==> src/rtl/regfile_pkg.sv <==
// Shared types and sizes for the register-file write path.
package regfile_pkg;

   localparam int DATA_WIDTH    = 32;
   localparam int NUM_REGISTERS = 32;
   localparam int REG_IDX_W     = $clog2(NUM_REGISTERS);

   typedef logic [REG_IDX_W-1:0]  reg_idx_t;
   typedef logic [DATA_WIDTH-1:0] word_t;

   typedef struct packed {
      reg_idx_t idx;
      word_t    data;
   } wr_req_t;

endpackage

==> src/rtl/regfile_write_arbiter_if.sv <==
// Requester handshake plus register-file write port bundle.
// master: producers and the register file; slave: the arbiter.
interface regfile_write_arbiter_if
   import regfile_pkg::*;
#(
   parameter int NUM_REQ = 3
) ();

   logic [NUM_REQ-1:0]                 req_valid;
   logic [NUM_REQ-1:0][REG_IDX_W-1:0]  req_reg;
   logic [NUM_REQ-1:0][DATA_WIDTH-1:0] req_data;
   logic [NUM_REQ-1:0]                 req_ready;

   reg_idx_t rf_write_register;
   word_t    rf_write_data;
   logic     rf_write_activate;
   logic     rf_write_done;

   modport master (
      output req_valid, req_reg, req_data, rf_write_done,
      input  req_ready, rf_write_register, rf_write_data, rf_write_activate
   );

   modport slave (
      input  req_valid, req_reg, req_data, rf_write_done,
      output req_ready, rf_write_register, rf_write_data, rf_write_activate
   );

endinterface

==> src/rtl/regfile_write_arbiter_rr_arbiter.sv <==
// One-hot grant selection among NUM_REQ requesters.
// Default: round-robin, search starts after the last granted index.
// REGFILE_ARB_FIXED_PRIO_EN: fixed priority, lowest index wins, no pointer.
module rr_arbiter #(
   parameter int NUM_REQ = 3
) (
   input  logic               clk,
   input  logic               rst_n,
   input  logic [NUM_REQ-1:0] req,
   input  logic               advance,
   output logic [NUM_REQ-1:0] gnt
);

`ifdef REGFILE_ARB_FIXED_PRIO_EN

   logic unused_arb;
   assign unused_arb = clk ^ rst_n ^ advance;

   // isolate the lowest set request bit
   always_comb begin
      gnt = req & (~req + NUM_REQ'(1));
   end

`else

   localparam int PTR_W = (NUM_REQ > 1) ? $clog2(NUM_REQ) : 1;

   logic [PTR_W-1:0]   ptr_q, ptr_d;
   logic [NUM_REQ-1:0] cand;
   int                 sh;

   // walk from the farthest candidate to the nearest so the nearest valid one wins
   always_comb begin
      gnt  = '0;
      cand = '0;
      sh   = 0;
      for (int k = NUM_REQ; k >= 1; k--) begin
         sh   = (int'(ptr_q) + k) % NUM_REQ;
         cand = NUM_REQ'(1) << sh;
         if ((req & cand) != '0) gnt = cand;
      end
   end

   // pointer moves to the granted index only when the grant is taken
   always_comb begin
      ptr_d = ptr_q;
      if (advance) begin
         for (int i = 0; i < NUM_REQ; i++) begin
            if (gnt[i]) ptr_d = PTR_W'(i);
         end
      end
   end

   // reset to the last index so requester 0 is searched first
   always_ff @(posedge clk or negedge rst_n) begin
      if (!rst_n) ptr_q <= PTR_W'(NUM_REQ - 1);
      else        ptr_q <= ptr_d;
   end

`endif

endmodule

==> src/rtl/regfile_write_arbiter.sv <==
// Shares the register-file write port between NUM_REQ producers through
// one registered output stage, and tracks pending writes per register.
// Arbitration mode selected by REGFILE_ARB_FIXED_PRIO_EN (see rr_arbiter).
module regfile_write_arbiter
   import regfile_pkg::*;
#(
   parameter int NUM_REQ = 3
) (
   input  logic                     clk,
   input  logic                     rst_n,
   regfile_write_arbiter_if.slave   bus,
   input  logic                     rsv_valid,
   input  reg_idx_t                 rsv_reg,
   input  reg_idx_t                 query_reg_1,
   input  reg_idx_t                 query_reg_2,
   output logic                     busy_1,
   output logic                     busy_2,
   output logic [NUM_REGISTERS-1:0] busy_vec
);

   logic                     out_vld_q, out_vld_d;
   wr_req_t                  out_q, out_d;
   wr_req_t                  sel;
   logic                     drain, free, accept;
   logic [NUM_REQ-1:0]       gnt;
   logic [NUM_REGISTERS-1:0] busy_q, busy_d;

   assign drain = out_vld_q & bus.rf_write_done;
   assign free  = ~out_vld_q | drain;

   rr_arbiter #(.NUM_REQ(NUM_REQ)) u_arb (
      .clk     (clk),
      .rst_n   (rst_n),
      .req     (bus.req_valid),
      .advance (accept),
      .gnt     (gnt)
   );

   // no grant while the stage is blocked or while in reset
   assign bus.req_ready = gnt & {NUM_REQ{free & rst_n}};
   assign accept        = |bus.req_ready;

   // mux the granted request's index and data
   always_comb begin
      sel = '0;
      for (int i = 0; i < NUM_REQ; i++) begin
         if (bus.req_ready[i]) begin
            sel.idx  = bus.req_reg[i];
            sel.data = bus.req_data[i];
         end
      end
   end

   // output stage: drain on done, refill on accept; x0 writes are swallowed
   always_comb begin
      out_vld_d = out_vld_q & ~drain;
      out_d     = out_q;
      if (accept && sel.idx != '0) begin
         out_vld_d = 1'b1;
         out_d     = sel;
      end
   end

   // output stage registers
   always_ff @(posedge clk or negedge rst_n) begin
      if (!rst_n) begin
         out_vld_q <= 1'b0;
         out_q     <= '0;
      end else begin
         out_vld_q <= out_vld_d;
         out_q     <= out_d;
      end
   end

   assign bus.rf_write_activate = out_vld_q;
   assign bus.rf_write_register = out_q.idx;
   assign bus.rf_write_data     = out_q.data;

   // scoreboard: commit clears, reservation sets and wins a same-edge tie
   always_comb begin
      busy_d = busy_q;
      if (drain)     busy_d[out_q.idx] = 1'b0;
      if (rsv_valid) busy_d[rsv_reg]   = 1'b1;
      busy_d[0] = 1'b0;
   end

   // scoreboard register
   always_ff @(posedge clk or negedge rst_n) begin
      if (!rst_n) busy_q <= '0;
      else        busy_q <= busy_d;
   end

   assign busy_vec = busy_q;
   assign busy_1   = busy_q[query_reg_1];
   assign busy_2   = busy_q[query_reg_2];

endmodule

==> src/flat_wrapper.sv <==
// flat-port wrapper written by rule: the top's interface ports become plain ports
module regfile_write_arbiter_flat import regfile_pkg::*;
#(
   parameter int NUM_REQ = 3
)
  (clk, rst_n, rsv_valid, rsv_reg, query_reg_1, query_reg_2, busy_1, busy_2, busy_vec, bus_req_valid, bus_req_reg, bus_req_data, bus_rf_write_done, bus_req_ready, bus_rf_write_register, bus_rf_write_data, bus_rf_write_activate);
  regfile_write_arbiter_if #(.NUM_REQ(NUM_REQ)) bus_i ();
  input  logic clk;
  input  logic rst_n;
  input  logic rsv_valid;
  input  reg_idx_t rsv_reg;
  input  reg_idx_t query_reg_1;
  input  reg_idx_t query_reg_2;
  output logic busy_1;
  output logic busy_2;
  output logic [NUM_REGISTERS-1:0] busy_vec;
  input wire logic [$bits(bus_i.req_valid)-1:0] bus_req_valid;
  input wire logic [$bits(bus_i.req_reg)-1:0] bus_req_reg;
  input wire logic [$bits(bus_i.req_data)-1:0] bus_req_data;
  input wire logic [$bits(bus_i.rf_write_done)-1:0] bus_rf_write_done;
  output wire logic [$bits(bus_i.req_ready)-1:0] bus_req_ready;
  output wire logic [$bits(bus_i.rf_write_register)-1:0] bus_rf_write_register;
  output wire logic [$bits(bus_i.rf_write_data)-1:0] bus_rf_write_data;
  output wire logic [$bits(bus_i.rf_write_activate)-1:0] bus_rf_write_activate;
  assign bus_i.req_valid = bus_req_valid;
  assign bus_i.req_reg = bus_req_reg;
  assign bus_i.req_data = bus_req_data;
  assign bus_i.rf_write_done = bus_rf_write_done;
  assign bus_req_ready = bus_i.req_ready;
  assign bus_rf_write_register = bus_i.rf_write_register;
  assign bus_rf_write_data = bus_i.rf_write_data;
  assign bus_rf_write_activate = bus_i.rf_write_activate;
  regfile_write_arbiter #(.NUM_REQ(NUM_REQ)) u_core (.clk(clk), .rst_n(rst_n), .bus(bus_i), .rsv_valid(rsv_valid), .rsv_reg(rsv_reg), .query_reg_1(query_reg_1), .query_reg_2(query_reg_2), .busy_1(busy_1), .busy_2(busy_2), .busy_vec(busy_vec));
endmodule
==> config.mk <==
export PLATFORM = sky130hd
export DESIGN_NAME = regfile_write_arbiter_flat
export DESIGN_NICKNAME = d
export VERILOG_FILES = /design/src/rtl/regfile_pkg.sv /design/src/rtl/regfile_write_arbiter_if.sv /design/src/rtl/regfile_write_arbiter_rr_arbiter.sv /design/src/rtl/regfile_write_arbiter.sv /design/src/flat_wrapper.sv
export SDC_FILE = /design/constraint.sdc
export NUM_CORES = 1
export LEC_CHECK = 0
export BUFFER_PORTS_ARGS = -buffer_cell sky130_fd_sc_hd__buf_2
export CORE_UTILIZATION = 40
export CTS_BUF_LIST = sky130_fd_sc_hd__clkbuf_16
export DETAILED_ROUTE_END_ITERATION = 6
export GPL_ROUTABILITY_DRIVEN = 0
export GPL_TIMING_DRIVEN = 0
export HOLD_SLACK_MARGIN = 0.06
export PLACE_DENSITY = 0.81
export SLEW_MARGIN = 15
export SYNTH_ARGS = -nofsm -noshare
export SYNTH_HDL_FRONTEND = slang
export SYNTH_HIERARCHICAL = 1
export SYNTH_SLANG_ARGS = --single-unit
export TNS_END_PERCENT = 10
==> constraint.sdc <==
create_clock -name clk -period 7.7 [get_ports clk]
set_clock_uncertainty 0.15 [all_clocks]
set_input_delay 1.54 -clock clk [delete_from_list [all_inputs] [get_ports clk]]
set_output_delay 1.54 -clock clk [all_outputs]
set_load 0.02 [all_outputs]
==> results.md <==
* Post-route ant nets at 0
* EDFF count, synth at 0
* Post-Synthesis Mean Instance Area at just over 10 µm²
* Core Area at about 10000 µm²
* Antenna cells at 0
* Clock Pin Slew Worst Setup and Hold Paths at 50 ps
* Post-route DRC violation count at 0
* Synthesized instance count at 428
* Max Buffers Root-to-Sink at 2
* Detailed placer's ending HPWL at 10500 µm
* Die boundary height at between 100 and 150 µm
* Max-slew violation count at 0
* Largest net degree at the start of global routing at 45
* Minimum period implied by the final worst setup slack at roughly 5700 ps
* Area enclosed by the die boundary at approximately 11000 µm²
* Register bit count reported by yosys at 71
* Die span in x at 106 µm
* Most Frequent Cell on Critical Path: sky130_fd_sc_hd__clkbuf_1
* Maximum fanout along the worst path at 10
* Number of clock sinks at 71
* Startpoint type of the worst setup path: input pin
* Post-detailed-route wirelength per cell at 17.4 µm
* Crit Path Category: input pin to primary output
* Area delta synth->final at 34.1%
* Drt total wl at 13600 µm
* Peak ir drop on the vdd network at 180 µV
* Number of clock buffers inserted by TritonCTS at 9
* Slew of the pin with the lowest slew margin at approximately 700 ps
* Clock tree from TritonCTS: done
* Fraction of final layout cells sized beyond drive strength 1 at 42.9%
* Synth async-reset ratio at 100%
* Total congestion overflow after global routing at 0
* Number of nets produced by synthesis at 565
* Total number of nets in the final design at 777
* Worst min-delay path class: register to register
* Count of pins on the block boundary at 208
* # rows at 37
* Input/output buffers at 200
* Starting density of the core at 41.7%
* Number of global-route vias before repair at 4444
* Final instance area at 5840 µm²
* Headroom to the max-slew limit at 53.2%
* Vias at 4434
* RSZ-0062 raised after global routing: no
* TritonRoute pass-1 iters at 5
* Count of maximum capacitance violations at 0
* Max frequency at 0.174 GHz
* Number of fill cells in the layout at around 960
* Number of distinct library cell variants in the gate-level netlist after synthesis at 48
* CTS resizes at 0
* Power density over the cells at roughly 400 nW/µm²
* Area after detailed placement at roughly 5600 µm²
* Average vias per placed instance at ~5.7
* Later-pin clock latency in the skew report at 340 ps
* Count of endpoints failing hold in the final timing report at 0
* TNS Setup at 0 ps
* Worst hold slack across all endpoints at 338 ps
* Number of warnings issued by yosys at 6
* Element type at the critical path end: primary output
* Root Driver: sky130_fd_sc_hd__clkbuf_16
* Syn Std Cell Area at ~4400 µm²
* Ratio of final minimum period to clock period at about 75%
* Setup violations, final at 0
* Dominant register cell in the synthesized netlist: sky130_fd_sc_hd__dfrtp_1
* Crit path max-delay cell type: sky130_fd_sc_hd__a222oi_1
* Setup Fix Bufs, Post-CTS at 0
* Run status: finished, final reports clean
* H-tree levels at 3
* Largest stage delay on the critical path at 510 ps
* Data required, critical path at 6010 ps
* Sequential fraction of the synthesis area at between 40% and 50%
* Critical Path AT at 4050 ps
* Crit-path cells: buf_6 > a222oi_1 > nand4b_1 > o211ai_1 > clkbuf_2 > and3_1 > clkbuf_1 > clkbuf_1 > buf_2
* All-layer global routing usage at 24.5%
* Global-route wire length before repair at 21800 µm
* Post-CTS Hold Buffers at 0
* Reported leakage power at 2.73 nW
* Initial antenna violation count at 1
* 1st-iter DRT viols at between 300 and 400
==> synth_stat cells (all sizes together), types with 2 or more instances <==
library cell / count / area share [%]
a21boi: 3 / 0.52
a21o: 4 / 0.72
a21oi: 4 / 0.46
a222oi: 2 / 0.46
a22oi: 34 / 5.9
and2: 6 / 0.86
and3: 4 / 0.57
buf: 11 / 2.1
clkbuf: 20 / 1.8
dfrtp: 70 / 40
ha: 4 / 1.1
inv: 5 / 0.43
mux2: 36 / 9.3
mux2i: 2 / 0.46
mux4: 18 / 9.3
nand2: 45 / 3.9
nand3: 5 / 0.57
nand3b: 11 / 1.9
nand4: 2 / 0.29
nand4b: 2 / 0.40
nor2: 7 / 0.60
nor2b: 2 / 0.29
o211ai: 2 / 0.34
o21ai: 103 / 12
o2bb2ai: 4 / 0.80
o31ai: 3 / 0.83
or3: 3 / 0.43
or3b: 3 / 0.60
==> worst max-delay path, delay by kind of cell <==
family                 cells  cell delay [ps]
AO/OA/AOI/OAI              2              710
AND/OR/NAND/NOR            2              410
buffers and inverters      5             1380
==> flip-flops by register name (all words and copies together) (netlist names) <==
register	count
u_core/bus.rf_write_data	32
u_core/u_arb/ptr_q	2
u_core/busy_vec	31
u_core/bus.rf_write_register	5
u_core/bus.rf_write_activate	1
==> worst paths after layout <==
path                                                    from                           end  slack, ps  cells after the start
max in group asynchronous                              rst_n  u_core/bus.rf_write_data[23]       5810                      2
worst max-delay path                        bus_req_valid[0]              bus_req_ready[2]       1960                      9
worst min-delay path            u_core/bus.rf_write_data[30]  u_core/bus.rf_write_data[30]        340                      1
worst min register to register  u_core/bus.rf_write_data[30]  u_core/bus.rf_write_data[30]        340                      1
min in group asynchronous                              rst_n            u_core/busy_vec[7]       1000                      1
worst max register to register         u_core/u_arb/ptr_q[0]  u_core/bus.rf_write_data[13]       3460                     13
==> routing by layer <==
| metal | vias up | wire (µm) | global-route usage [%] |
|---|---|---|---|
| met4 | 0 | 199 | 7.54 |
| met5 | - | 0 | 0 |
| li1 | 2046 | - | - |
| met1 | 2139 | 5280 | 27.7 |
| met3 | 18 | 843 | 4.97 |
| met2 | 231 | 7250 | 45.8 |
==> area by class of cell <==
cell class                 instances  area, µm²  share of cell area (%)
buffer                            31        166                    2.85
clock buffer                       9        225                    3.86
clock inverter                     7       65.1                    1.11
inverter                           5       18.8                   0.321
multi-input combinational        321       2390                    41.0
sequential                        71       1780                    30.4
tap                              136        170                    2.91
timing repair buffer             201       1020                    17.5
==> report_power, final <==
group          switching [mW]  internal [mW]
Clock                   0.158          0.248
Combinational           0.744          0.554
Sequential              0.114          0.508
==> cell usage in the layout (no fill, tap or decap), types with 4 or more instances in the layout <==
cell,synthesis,final
sky130_fd_sc_hd__o21ai_0,102,102
sky130_fd_sc_hd__o2bb2ai_1,4,4
sky130_fd_sc_hd__mux2_1,9,9
sky130_fd_sc_hd__clkbuf_1,19,19
sky130_fd_sc_hd__nand3_1,5,5
sky130_fd_sc_hd__and2_1,6,6
sky130_fd_sc_hd__dfrtp_1,70,70
sky130_fd_sc_hd__nand3b_1,11,11
sky130_fd_sc_hd__inv_1,5,6
sky130_fd_sc_hd__buf_6,6,6
sky130_fd_sc_hd__and3_1,4,4
sky130_fd_sc_hd__a21oi_1,4,4
sky130_fd_sc_hd__buf_2,0,199
sky130_fd_sc_hd__a22oi_1,34,34
sky130_fd_sc_hd__buf_1,4,4
sky130_fd_sc_hd__clkbuf_16,0,9
sky130_fd_sc_hd__mux4_2,18,18
sky130_fd_sc_hd__nand2_1,45,45
sky130_fd_sc_hd__nor2_1,7,7
sky130_fd_sc_hd__mux2_2,27,27
sky130_fd_sc_hd__ha_1,4,4
==> stage by stage <==
step           utilization [%]  power [mW]  std cells  setup slack (ps)
3_3_place_gp              52.8        1.86        764              1790
2_1_floorplan                -        1.52        428              2560
3_5_place_dp              53.1        1.92        765              1980
5_1_grt                   55.8        2.47        781              1730
4_1_cts                   55.8        2.33        781              1970
6_report                  55.8        2.33        781              1960
==> kinds of logic (layout without fill, tap and decap cells) <==
kind of cell    after synthesis  count (layout)  synth area share (%)
compound gates              166             166                  23.3
simple gates                 94              94                  11.3
flops                        71              71                  40.8
mux                          56              56                  19.1
buf+inv                      36             253                  4.25
fa+ha+maj                     4               4                  1.15
other cells                   1               1                0.0861
No activity file was read; power rests on OpenSTA's default activity.
